File: config.mk
export PLATFORM = sky130hd
export DESIGN_NAME = stack_unit
export DESIGN_NICKNAME = d
export VERILOG_FILES = /design/src/rtl/stack_unit.sv
export SDC_FILE = /design/constraint.sdc
export NUM_CORES = 1
export LEC_CHECK = 0
export ABC_CLOCK_PERIOD_IN_PS = 14850
export BUFFER_PORTS_ARGS = -buffer_cell sky130_fd_sc_hd__buf_2
export CAP_MARGIN = 10
export CORE_ASPECT_RATIO = 0.75
export CORE_MARGIN = 8
export CORE_UTILIZATION = 65
export CTS_CLUSTER_SIZE = 24
export DETAILED_ROUTE_END_ITERATION = 8
export GPL_ROUTABILITY_DRIVEN = 0
export PLACE_DENSITY_LB_ADDON = 0.3
export RECOVER_POWER = 25
export SLEW_MARGIN = 20
export SYNTH_ARGS = -nofsm -noshare
export SYNTH_HDL_FRONTEND = slang
export SYNTH_SLANG_ARGS = --single-unit
File: constraint.sdc
create_clock -name clk -period 14.85 [get_ports clk]
set_input_delay 0.7425 -clock clk [delete_from_list [all_inputs] [get_ports clk]]
set_output_delay 0.7425 -clock clk [all_outputs]
set_load 0.02 [all_outputs]
File: src/rtl/stack_unit.sv
// ============================================================================
// Module   : stack_unit
// Purpose  : Parametrised LIFO with registered top-of-stack, pop data port
//            and sticky overflow/underflow flags.
// Revision : 1.0
// ============================================================================
`default_nettype none

module stack_unit #(
  parameter int DATA_W = 32,
  parameter int DEPTH  = 16,
  parameter int AFULL  = 14,
  parameter int CNT_W  = $clog2(DEPTH + 1)
) (
  input  logic              clk,
  input  logic              reset,
  input  logic              push,
  input  logic              pop,
  input  logic [DATA_W-1:0] data_in,
  input  logic              err_clr,
  output logic [DATA_W-1:0] top,
  output logic [DATA_W-1:0] pop_data,
  output logic              pop_valid,
  output logic [CNT_W-1:0]  count,
  output logic              empty,
  output logic              full,
  output logic              almost_full,
  output logic              overflow,
  output logic              underflow
);

  localparam int             AW      = (DEPTH > 1) ? $clog2(DEPTH) : 1;
  localparam logic [CNT_W-1:0] C_DEPTH = CNT_W'(DEPTH);
  localparam logic [CNT_W-1:0] C_AFULL = CNT_W'(AFULL);
  localparam logic [CNT_W-1:0] C_ONE   = CNT_W'(1);
  localparam logic [CNT_W-1:0] C_TWO   = CNT_W'(2);

  logic [DATA_W-1:0] mem [DEPTH];

  logic             do_push, rej_push, do_pop, rej_pop, do_repl, do_bypass;
  logic [CNT_W-1:0] idx_top, idx_below;

  assign empty       = (count == '0);
  assign full        = (count == C_DEPTH);
  assign almost_full = (count >= C_AFULL);

  assign do_push   =  push & ~pop & ~full;
  assign rej_push  =  push & ~pop &  full;
  assign do_pop    = ~push &  pop & ~empty;
  assign rej_pop   = ~push &  pop &  empty;
  assign do_repl   =  push &  pop & ~empty;
  assign do_bypass =  push &  pop &  empty;

  assign idx_top   = count - C_ONE;
  assign idx_below = count - C_TWO;

  // Storage is deliberately not reset; outputs never expose it without a write first.
  always_ff @(posedge clk) begin
    if (!reset) begin
      if (do_push) mem[count[AW-1:0]]   <= data_in;
      if (do_repl) mem[idx_top[AW-1:0]] <= data_in;
    end
  end

  always_ff @(posedge clk) begin
    if (reset) begin
      count     <= '0;
      top       <= '0;
      pop_data  <= '0;
      pop_valid <= 1'b0;
      overflow  <= 1'b0;
      underflow <= 1'b0;
    end else begin
      pop_valid <= 1'b0;

      if (do_push) begin
        count <= count + C_ONE;
        top   <= data_in;
      end

      if (do_pop) begin
        pop_data  <= top;
        pop_valid <= 1'b1;
        count     <= count - C_ONE;
        top       <= (count >= C_TWO) ? mem[idx_below[AW-1:0]] : '0;
      end

      if (do_repl) begin
        pop_data  <= top;
        pop_valid <= 1'b1;
        top       <= data_in;
      end

      if (do_bypass) begin
        pop_data  <= data_in;
        pop_valid <= 1'b1;
      end

      // A new error in the same cycle as err_clr keeps the flag set.
      if (rej_push)     overflow <= 1'b1;
      else if (err_clr) overflow <= 1'b0;

      if (rej_pop)      underflow <= 1'b1;
      else if (err_clr) underflow <= 1'b0;
    end
  end

endmodule

`default_nettype wire

# ---- Yosys cells after proc, flatten, opt, wreduce, memory -nomap -nowiden
# Memory sizes are Yosys's and may differ from the RTL's.
# Index checks and enable logic that the tools add are counted.
dict set report classes {
  n_shift 0
  mux 24
  bitwise_logic 13
  n_div 0
  order_cmp 2
  n_addsub 3
  multipliers 0
  n_eq_ne 1
  n_reduce_logical 7
}
# operator count
set ops {}
lappend ops {{2-to-1 mux 32 bit} 8}
lappend ops {{OR reduction 32 bit} 1}
lappend ops {{2-to-1 mux 1 bit} 13}
lappend ops {{2-to-1 mux 5 bit} 2}
lappend ops {{bitwise AND 1 bit} 9}
lappend ops {{nonzero test 2 bit} 3}
lappend ops {{nonzero test 3 bit} 2}
lappend ops {{adder 5 x 1 -> 5 bit (second input constant)} 1}
lappend ops {{== test 5 bit (second input constant)} 1}
lappend ops {{>= comparator 5 x 2 -> 1 bit (second input constant)} 1}
lappend ops {{>= comparator 5 x 4 -> 1 bit (second input constant)} 1}
lappend ops {{logical NOT 5 bit} 1}
lappend ops {{subtractor 5 x 1 -> 5 bit (second input constant)} 1}
lappend ops {{2-to-1 mux 4 bit} 1}
lappend ops {{NOT 1 bit} 4}
lappend ops {{subtractor 4 x 2 -> 4 bit (second input constant)} 1}
dict set report totals {
  elab_cells 57
  mem_bits_ro 0
  ram_bits 512
  n_memories 1
  regBits 72
  latchBits 0
  input_bits 37
  out_inout_bits 75
}
# memory words width rd rd_ports_with_merged_regs wr line_no
set mem_list {}
lappend mem_list {mem 16 32 1 0 1 38} ;# logic [DATA_W-1:0] mem [DEPTH];

# ---- Depth between registers and ports, before layout
# Gate-level depths: netlist of run 1.
dict set report logic_depth {
  ltp_word 8
  ltp_mapped 13
  depth_no_buf 8
}

# ---- Worst setup path after synthesis of run 1
# No wires, ideal clock.
dict set report synth_timing {
  kind {register -> register}
  startpoint {reg count[1]}
  endpoint {mem mem[4][0] (enable)}
  arrival_ns 4.993
  slack_ns 9.396
  path_buffers 4
  synth_period_minus_slack_ns 5.454
  setup_ns 0.461
  stages_incl_launch_ff 12
  required_ns 14.389
  path_cell_list {dfxtp_1 > clkbuf_1 > clkbuf_1 > buf_2 > inv_1 > ha_1 > or4b_1 > buf_4 > clkinv_4 > nor4b_1 > xnor2_1 > nor3_1}
}
dict set report synth_via {
  elab_chain_cells 8
  elab_cells_between_ends 16
  cone_classes {add/sub (1); eq/ne (1); mux (8); bitwise (4); reduce/logical (2)}
}
# item line_no
set synth_rtl {}
lappend synth_rtl {{from (decl)} 24} ;# output logic [CNT_W-1:0] count,
lappend synth_rtl {{from (signal assigned)} 77} ;# count <= count + C_ONE;
lappend synth_rtl {{from (signal assigned)} 84} ;# count <= count - C_ONE;
lappend synth_rtl {{logical NOT 5 bit (*)} 43} ;# assign empty = (count == '0);
lappend synth_rtl {{net empty} 25} ;# output logic empty,
lappend synth_rtl {{NOT 1 bit (*)} 51} ;# assign do_repl = push & pop & ~empty;
lappend synth_rtl {{bitwise AND 1 bit (*)} 51}
lappend synth_rtl {{2-to-1 mux 1 bit (*)} 61} ;# if (do_repl) mem[idx_top[AW-1:0]] <= data_in;
lappend synth_rtl {{2-to-1 mux 1 bit (*)} 59} ;# if (!reset) begin
lappend synth_rtl {{2-to-1 mux 1 bit (implied by the code) (*)} 61}
lappend synth_rtl {{OR reduction 32 bit (no line)} -}
lappend synth_rtl {{2-to-1 mux 4 bit (no line) or 2-to-1 mux 1 bit (tied branches)} -}
lappend synth_rtl {{to (decl)} 38}
# The timed path passes the listed nets; every way through them passes the cells marked *.

# ---- Worst setup path in the final report of run 1
dict set report layout_timing {
  startpoint {reg count[1]}
  endpoint {mem mem[9][24] (enable)}
}
dict set report layout_via {
  elab_chain_cells 8
  elab_cells_between_ends 16
  cone_classes {add/sub (1); eq/ne (1); mux (8); bitwise (4); reduce/logical (2)}
}
# item line_no
set layout_rtl {}
lappend layout_rtl {{logical NOT 5 bit} 43}
lappend layout_rtl {{NOT 1 bit} 51}
lappend layout_rtl {{bitwise AND 1 bit} 51}
lappend layout_rtl {{2-to-1 mux 1 bit} 61}
lappend layout_rtl {{2-to-1 mux 1 bit} 59}
lappend layout_rtl {{2-to-1 mux 1 bit (implied by the code)} 61}
lappend layout_rtl {{OR reduction 32 bit (no line)} -}
lappend layout_rtl {{2-to-1 mux 4 bit (no line) or 2-to-1 mux 1 bit (tied branches)} -}
# Several ways; a longest one is shown, not always the timed one.

==> results of run 1 <==
-- worst reg2reg max path, cell delays in order (launching register included) --
cell and delay, ps:
dfxtp_4 740, inv_1 300, ha_1 300, or4b_1 250, clkinv_4 110, nor4b_1 560, xnor2_1 380, nor3_2 750
buf_4 580
-- worst max path at each step --
stage / endpoint / depth (start not counted)
after floorplan: mem[4][0] / 11
after global placement: mem[1][19] / 8
after detailed placement: mem[1][20] / 8
after CTS: mem[1][18] / 8
after global routing: mem[9][24] / 8
final: mem[9][24] / 8
-- cell type report --
cell class | count | area (sq um)
fillers | 1976 | 8860
repair buffers | 148 | 850
multi-input cells | 666 | 5810
diodes | 1 | 2.50
flip-flops and latches | 584 | 16800
inverters | 8 | 35.0
well taps | 457 | 572
clock inverters | 17 | 233
clock buffers | 77 | 1510
-- power by group --
group | switching (W) | leakage (nW) | total (W) | internal [W]
logic | 0.000419 | 2.48 | 0.000658 | 0.000240
registers | 0.0000440 | 5.21 | 0.00189 | 0.00184
clock network | 0.000570 | 0.850 | 0.00137 | 0.000803
-- state kept, by name, indices dropped and copies added (netlist names) --
register / flops
count: 5
mem: 512
top: 32
pop_valid: 1
overflow: 1
pop_data: 32
underflow: 1
-- layout by cell type (no fill, tap or decap), types with 2 or more instances in the layout --
cell / instances
a21oi_1: 39
xnor2_1: 5
clkbuf_1: 34
nor2_4: 5
o21bai_1: 33
edfxtp_1: 512
ha_1: 6
bufinv_16: 6
clkinv_1: 4
inv_1: 6
nor2b_1: 5
o21ai_0: 66
buf_2: 92
nor3_1: 6
a311oi_1: 32
a211oi_1: 2
clkinv_2: 6
nor3_2: 12
buf_4: 34
nand2b_1: 2
a22oi_1: 33
nor2_1: 41
clkbuf_16: 53
a21oi_4: 2
dfxtp_1: 70
mux4_2: 128
a31oi_1: 2
nand2_1: 226
clkbuf_8: 9
-- per-stage QoR --
stage | hold WS (ps) | instance area (sq um) | total power (W) | util
3_5_place_dp | 459 | 24000 | 0.00256 | 0.693
4_1_cts | 434 | 25800 | 0.00392 | 0.743
5_1_grt | 436 | 25800 | 0.00403 | 0.744
3_3_place_gp | 456 | 24000 | 0.00255 | 0.693
2_1_floorplan | 543 | 22900 | 0.00234 | -
6_report | 446 | 25800 | 0.00392 | 0.745
-- cell families (layout without fill, tap and decap cells) --
group | Yosys count | count (layout) | synth area share
compound gates | 215 | 215 | 0.0605
xor+xnor | 6 | 6 | 0.00230
fa+ha+maj | 7 | 7 | 0.00383
buf+inv | 95 | 250 | 0.0170
flops | 584 | 584 | 0.735
mux | 129 | 129 | 0.126
other cells | 0 | 1 | 0
simple gates | 309 | 309 | 0.0549
-- routing by layer --
layer,wire length [um],vias to the layer above
met4,2270,0
met1,20900,6692
li1,-,5507
met3,6090,152
met2,26100,859
met5,0,-
==> summary.txt, run 1 <==
Run status
  – Status: finished clean

Synth
  – Primary FF master, synth: edfxtp_1
  – Async S/R FF share, synth: 0
  – Mapped cell area: 22,900 sq um
  – Syn avg cell area: 17.0 sq um
  – Top cell type's share of synthesized area: 0.672
  – Post-Syn Instances: 1,345
  – Synth Register Bits: 584
  – Top cells by area, synth: edfxtp_1 67%, mux4_2 13%, dfxtp_1 6.3%, nand2_1 3.7%, o21ai_0 1.4%
  – Post-synth top area cell: edfxtp_1
  – Sequential cell area fraction in the yosys report: 0.735
  – Top-count cell post-synth: edfxtp_1
  – YS warnings: 0
  – EDFF count, synth: 512
  – Synth top cells by count: 512 x edfxtp_1, 226 x nand2_1, 128 x mux4_2
  – Syn_nets: 1,389
  – Yosys cell types: 44

Finish
  – Area Growth Syn to Fin: 12.9%
  – Final cell count without fillers: 1,958
  – Fraction of layout cells with a size suffix above 1: 0.241
  – Final Net Count: 1,503

Drt
  – Remaining DRCs: 0
  – 1st-iter DRT viols: 1,732
  – Final WL: 55,300 um
  – Total number of vias: 13,200
  – Vias per Instance: 6.75
  – Drt wl/cell: 28.3 um
  – DRT Pass-1 Iters: 5
  – ANT nets after route: 0

Critical path
  – CP max stage cell: nor3_2
  – Crit Path Category: reg -> reg
  – Req. time, crit path: 15,050 ps
  – Worst Path Buf+Inv: 3
  – Flop2flop setup slack: 10,490 ps
  – CP Cell Sequence: inv_1 -> ha_1 -> or4b_1 -> clkinv_4 -> nor4b_1 -> xnor2_1 -> nor3_2 -> buf_4
  – Crit path max-delay family: simple AND/OR/NAND/NOR gates
  – Reg-to-reg startpoint: count[1]
  – Crit path from: count[1]
  – Crit Path Max Fanout: 32
  – Crit end category: register
  – Critical Path AT: 4560 ps
  – Startpoint types: register
  – RR Endpoint: mem[9][24]
  – Worst stage delay on the critical path: 750 ps
  – R2R cell count: 8

Global routing
  – Grt total ovfl: 0
  – Vias in the first global route: 13,200
  – Initial antenna violation count: 0
  – M2 GR Usage: 0.415
  – First-pass GRT wire length: 82,200 um
  – Gr usage total: 0.267
  – Met1 Use GR: 0.364
  – Largest net degree at the start of global routing: 78
  – Met3 Use GR: 0.0601
  – Most Crowded Layer GR: met2

Timing
  – Peak Freq: 229 MHz
  – Slew headroom: 0.235
  – Crit path time final: 4360 ps
  – Fin crit share: 0.294
  – Final WS setup: 10,490 ps
  – Final Max Tran Viols: 0
  – Final clock skew: 17.5 ps
  – Slew @ Worst Pin: 1150 ps
  – Final setup violation count: 0
  – Final hold vios: 0
  – Setup_tns: 0 ps
  – RSZ-0062 raised after global routing: no

Clocking
  – Clock transition at path regs: 70 ps
  – Clock Latency Late Sink: 570 ps
  – Post CTS Setup Buffer Count: 0
  – CTS buffer count: 51
  – Sink Count: 584
  – H-Tree Depth: 2
  – # hold bufs at CTS: 0
  – Root Driver: clkbuf_16
  – PostCTS Resize Cnt: 0
  – CTS tree: done
  – Clock buffer depth: 3

Floorplanning
  – Rows: 59
  – Die height: 178 um
  – Core area: 34,700 sq um
  – Chip width: 233 um
  – Initial Util: 0.659
  – I/O pin count: 112
  – Die area: 41,500 sq um

Worst hold path
  – HP Class: in -> reg
  – Hold worst-path end: overflow
  – Hold Path Cell Cnt: 3
  – HP Start: err_clr

Power
  – Cell Pwr Density: 152 nW/um^2
  – Leakage power: 8.54 nW
  – VDD IR-drop max: 0.108 mV

Run
  – MaxCap Viol Count: 0

Placement
  – Hpwl dp: 30,100 um
  – Number of buffers inserted by port buffering: 111
  – Number of instances in the placed design: 1,860
  – Post-Place Worst Slack: 10,570 ps
Power figures use the tool's default switching activity.
==> run 2, diff against run 1 <==
--- a/config.mk
+++ b/config.mk
@@ -5,12 +5,13 @@
 export SDC_FILE = /design/constraint.sdc
 export NUM_CORES = 1
 export LEC_CHECK = 0
-export ABC_CLOCK_PERIOD_IN_PS = 14850
+export ABC_AREA = 1
+export ABC_CLOCK_PERIOD_IN_PS = 4100
 export BUFFER_PORTS_ARGS = -buffer_cell sky130_fd_sc_hd__buf_2
 export CAP_MARGIN = 10
 export CORE_ASPECT_RATIO = 0.75
 export CORE_MARGIN = 8
-export CORE_UTILIZATION = 65
+export CORE_UTILIZATION = 62
 export CTS_CLUSTER_SIZE = 24
 export DETAILED_ROUTE_END_ITERATION = 8
 export GPL_ROUTABILITY_DRIVEN = 0
==> constraint.sdc (replaced) <==
create_clock -name clk -period 4.1 [get_ports clk]
set_input_delay 0.205 -clock clk [delete_from_list [all_inputs] [get_ports clk]]
set_output_delay 0.205 -clock clk [all_outputs]
set_load 0.02 [all_outputs]
==> summary.txt, run 2 <==
Power
  – P_sw: 0.00417 W (+300%)
  – Cell Pwr Density: 510 nW/um^2 (+240%)
  – Leakage power: 12.0 nW (+41%)
  – Logic pwr share: 0.183 (+0.015)
  – Switch share: 0.290 (+0.0261)
  – Tot Pwr: 0.0144 W (+270%)
  – Flop pwr share: 0.468 (-0.014)
  – Clock power frac: 0.349 (about the same)
  – VDD IR-drop max: 0.432 mV (+300%)
  – P_int: 0.0102 W (+250%)

Synth
  – YS warnings: 0 (unchanged)
  – Async S/R FF share, synth: 0 (unchanged)
  – EDFF count, synth: 512 (unchanged)
  – Top cell type's share of synthesized area: 0.605 (-0.0675)
  – Top-count cell post-synth: nand2_1
  – Synth Register Bits: 584 (unchanged)
  – Yosys cell types: 38 (-14%)
  – Simple-gate share of the synthesized area: 0.209 (+0.154)
  – Sequential cell area fraction in the yosys report: 0.661 (-0.0739)
  – Post-synth top area cell: edfxtp_1
  – Syn avg cell area: 9.99 sq um (-41%)
  – Mapped cell area: 25,400 sq um (+11%)
  – Area fraction in compound gates after synthesis: 0.0360 (-0.0246)
  – Post-Syn Instances: 2,545 (+89%)
  – Syn_nets: 2,589 (+86%)
  – Primary FF master, synth: edfxtp_1
  – Top cells by area, synth: edfxtp_1 60%, nand2_1 11%, nand3_1 8.2%, inv_1 5.9%, dfxtp_1 5.7%
  – Mux contribution to synthesized area: 0 (-0.126)
  – Largest family of logic cells by synthesized area: simple AND/OR/NAND/NOR gates
  – Synth top cells by count: 734 x nand2_1, 512 x edfxtp_1, 418 x nand3_1
  – Synth Area in Adders: 0.00344 (-0.000385)
  – Xor-xnor portion of the synthesized cell area: 0.00236 (+0.0000643)

Critical path
  – Crit end category: register
  – Most used cell, CP: buf_4
  – Startpoint types: register
  – CP max stage cell: buf_4
  – Crit Path Category: reg -> reg
  – Critical Path AT: 3710 ps (-850 ps)
  – CP Cell Sequence: buf_4 -> buf_4 -> ha_1 -> nand2_1 -> a31oi_4 -> buf_4 -> nand2_1 -> a21oi_1
  – Req. time, crit path: 4590 ps (-10,460 ps)
  – Worst Path Buf+Inv: 3 (unchanged)
  – Worst stage delay on the critical path: 750 ps (about the same)
  – Crit Path Max Fanout: 73 (+130%)
  – Crit path max-delay family: buffers and inverters

Global routing
  – First-pass GRT wire length: 103,000 um (+26%)
  – Grt total ovfl: 0 (unchanged)
  – M2 GR Usage: 0.449 (+0.0341)
  – Met1 Use GR: 0.367 (+0.00223)
  – Most Crowded Layer GR: met2
  – Gr usage total: 0.278 (+0.0107)
  – Met3 Use GR: 0.0564 (-0.00370)
  – Largest net degree at the start of global routing: 182 (+130%)
  – Initial antenna violation count: 0 (unchanged)
  – Vias in the first global route: 18,200 (+37%)

Drt
  – Remaining DRCs: 0 (unchanged)
  – DRT Pass-1 Iters: 5 (unchanged)
  – Final WL: 67,100 um (+21%)
  – 1st-iter DRT viols: 2,240 (+29%)
  – ANT nets after route: 0 (unchanged)
  – Drt wl/cell: 21.1 um (-26%)
  – Total number of vias: 18,500 (+40%)
  – Vias per Instance: 5.79 (-14%)

Timing
  – Final WS setup: 872 ps (-9620 ps)
  – Final setup violation count: 0 (unchanged)
  – Slew headroom: 0.277 (+0.0426)
  – Slew @ Worst Pin: 1080 ps (-63.9 ps)
  – Final Max Tran Viols: 0 (unchanged)
  – Peak Freq: 310 MHz (+35%)
  – Fin crit share: 0.787 (+0.494)
  – Crit path time final: 3230 ps (-1130 ps)
  – Final clock skew: 12.8 ps (-4.73 ps)
  – RSZ-0062 raised after global routing: no
  – Final hold vios: 0 (unchanged)
  – Setup_tns: 0 ps (unchanged)

Floorplanning
  – Rows: 64 (+8.5%)
  – Chip width: 250 um (+7.4%)
  – Die area: 47,800 sq um (+15%)
  – I/O pin count: 112 (unchanged)
  – Initial Util: 0.626 (-0.0329)
  – Die height: 191 um (+7.2%)
  – Core area: 40,600 sq um (+17%)

Finish
  – Most frequent cells in the layout: 734 x nand2_1, 512 x edfxtp_1, 418 x nand3_1
  – Final Net Count: 2,658 (+77%)
  – # diodes: 0 (-1)
  – Area taken by multi-input logic gates: 6500 sq um (+12%)
  – Commonest non-fill, non-tap cell in the layout: nand2_1
  – Register area: 16,800 sq um (about the same)
  – Fraction of layout cells with a size suffix above 1: 0.0997 (-0.141)
  – Number of fill cells in the layout: 2,889 (+46%)
  – Largest register FFs: 512 (unchanged)
  – Area Growth Syn to Fin: 11.2%

Placement
  – Post-Place Worst Slack: 971 ps (-9600 ps)
  – Number of buffers inserted by port buffering: 111 (unchanged)
  – Hpwl dp: 38,200 um (+27%)

Clocking
  – H-Tree Depth: 2 (unchanged)
  – Root Driver: clkbuf_16
  – Clock transition at path regs: 60 ps (about the same)
  – Clock Latency Late Sink: 580 ps (about the same)
  – # hold bufs at CTS: 3 (+3)
  – Clock buffer depth: 3 (unchanged)
  – Post CTS Setup Buffer Count: 0 (unchanged)
  – Sink Count: 584 (unchanged)
  – PostCTS Resize Cnt: 0 (unchanged)
  – CTS buffer count: 54 (+5.9%)
  – CTS tree: done

Run
  – MaxCap Viol Count: 0 (unchanged)

Run status
  – Status: finished clean

Worst hold path
  – HP Class: in -> reg
## run 2: routing by layer
metal,wire length (um),up-vias,part of all wire
met5,0,-,0
met4,2940,0,0.044
met3,7590,194,0.11
met2,30800,1140,0.46
met1,25800,8686,0.38
li1,-,8431,-
## run 2: logic make-up (layout without fill, tap and decap cells)
group / Yosys count / after routing
AOI/OAI and AO/OA: 156 / 156
DFF: 584 / 584
and+or+nand+nor: 1244 / 1244
xor gates and xnor gates: 6 / 6
buffers and inverters: 548 / 661
adders and majority gates: 7 / 7
## run 2: worst reg2reg max path: stages, from the launching register on
cell and delay [ps]:
dfxtp_4 350, buf_4 720, buf_4 790, ha_1 330, nand2_1 80, a31oi_4 240
buf_4 320, nand2_1 110, a21oi_1 200
## run 2: power by group through the flow
stage / Sequential [W] / Clock (W) / Combinational, W
after global placement: 0.00685 / 0 / 0.00252
after detailed placement: 0.00686 / 0 / 0.00258
after CTS: 0.00674 / 0.00508 / 0.00259
final: 0.00674 / 0.00503 / 0.00264
after floorplan: 0.00696 / 0 / 0.00159
after global routing: 0.00675 / 0.00530 / 0.00286
## run 2: metrics by stage
| stage | hold WS (ps) | util | instance area, sq um | instances |
|---|---|---|---|---|
| CTS | 5.13 | 0.695 | 28200 | 3182 |
| global route | 29.2 | 0.697 | 28300 | 3186 |
| finish | 22.6 | 0.697 | 28300 | 3186 |
| floorplan | 274 | - | 25400 | 2545 |
| global placement | 450 | 0.649 | 26400 | 3077 |
| detailed placement | 462 | 0.650 | 26400 | 3079 |
## run 2: layout make-up
| type | instances | area share |
|---|---|---|
| flip-flops and latches | 584 | 0.595 |
| clock buffers | 78 | 0.0542 |
| multi-input cells | 1413 | 0.230 |
| repair buffers | 151 | 0.0348 |
| clock inverters | 22 | 0.00840 |
| inverters | 410 | 0.0549 |
| well taps | 528 | 0.0234 |
## run 2: final timing paths
| path | end | slack [ps] | cells after the start | startpoint |
|---|---|---|---|---|
| min reg2reg | pop_data[13] | 480 | 2 | pop_data[13] |
| max reg2reg | top[0] | 870 | 8 | count[1] |
| max | top[0] | 870 | 8 | count[1] |
| min | underflow | 20 | 4 | push |
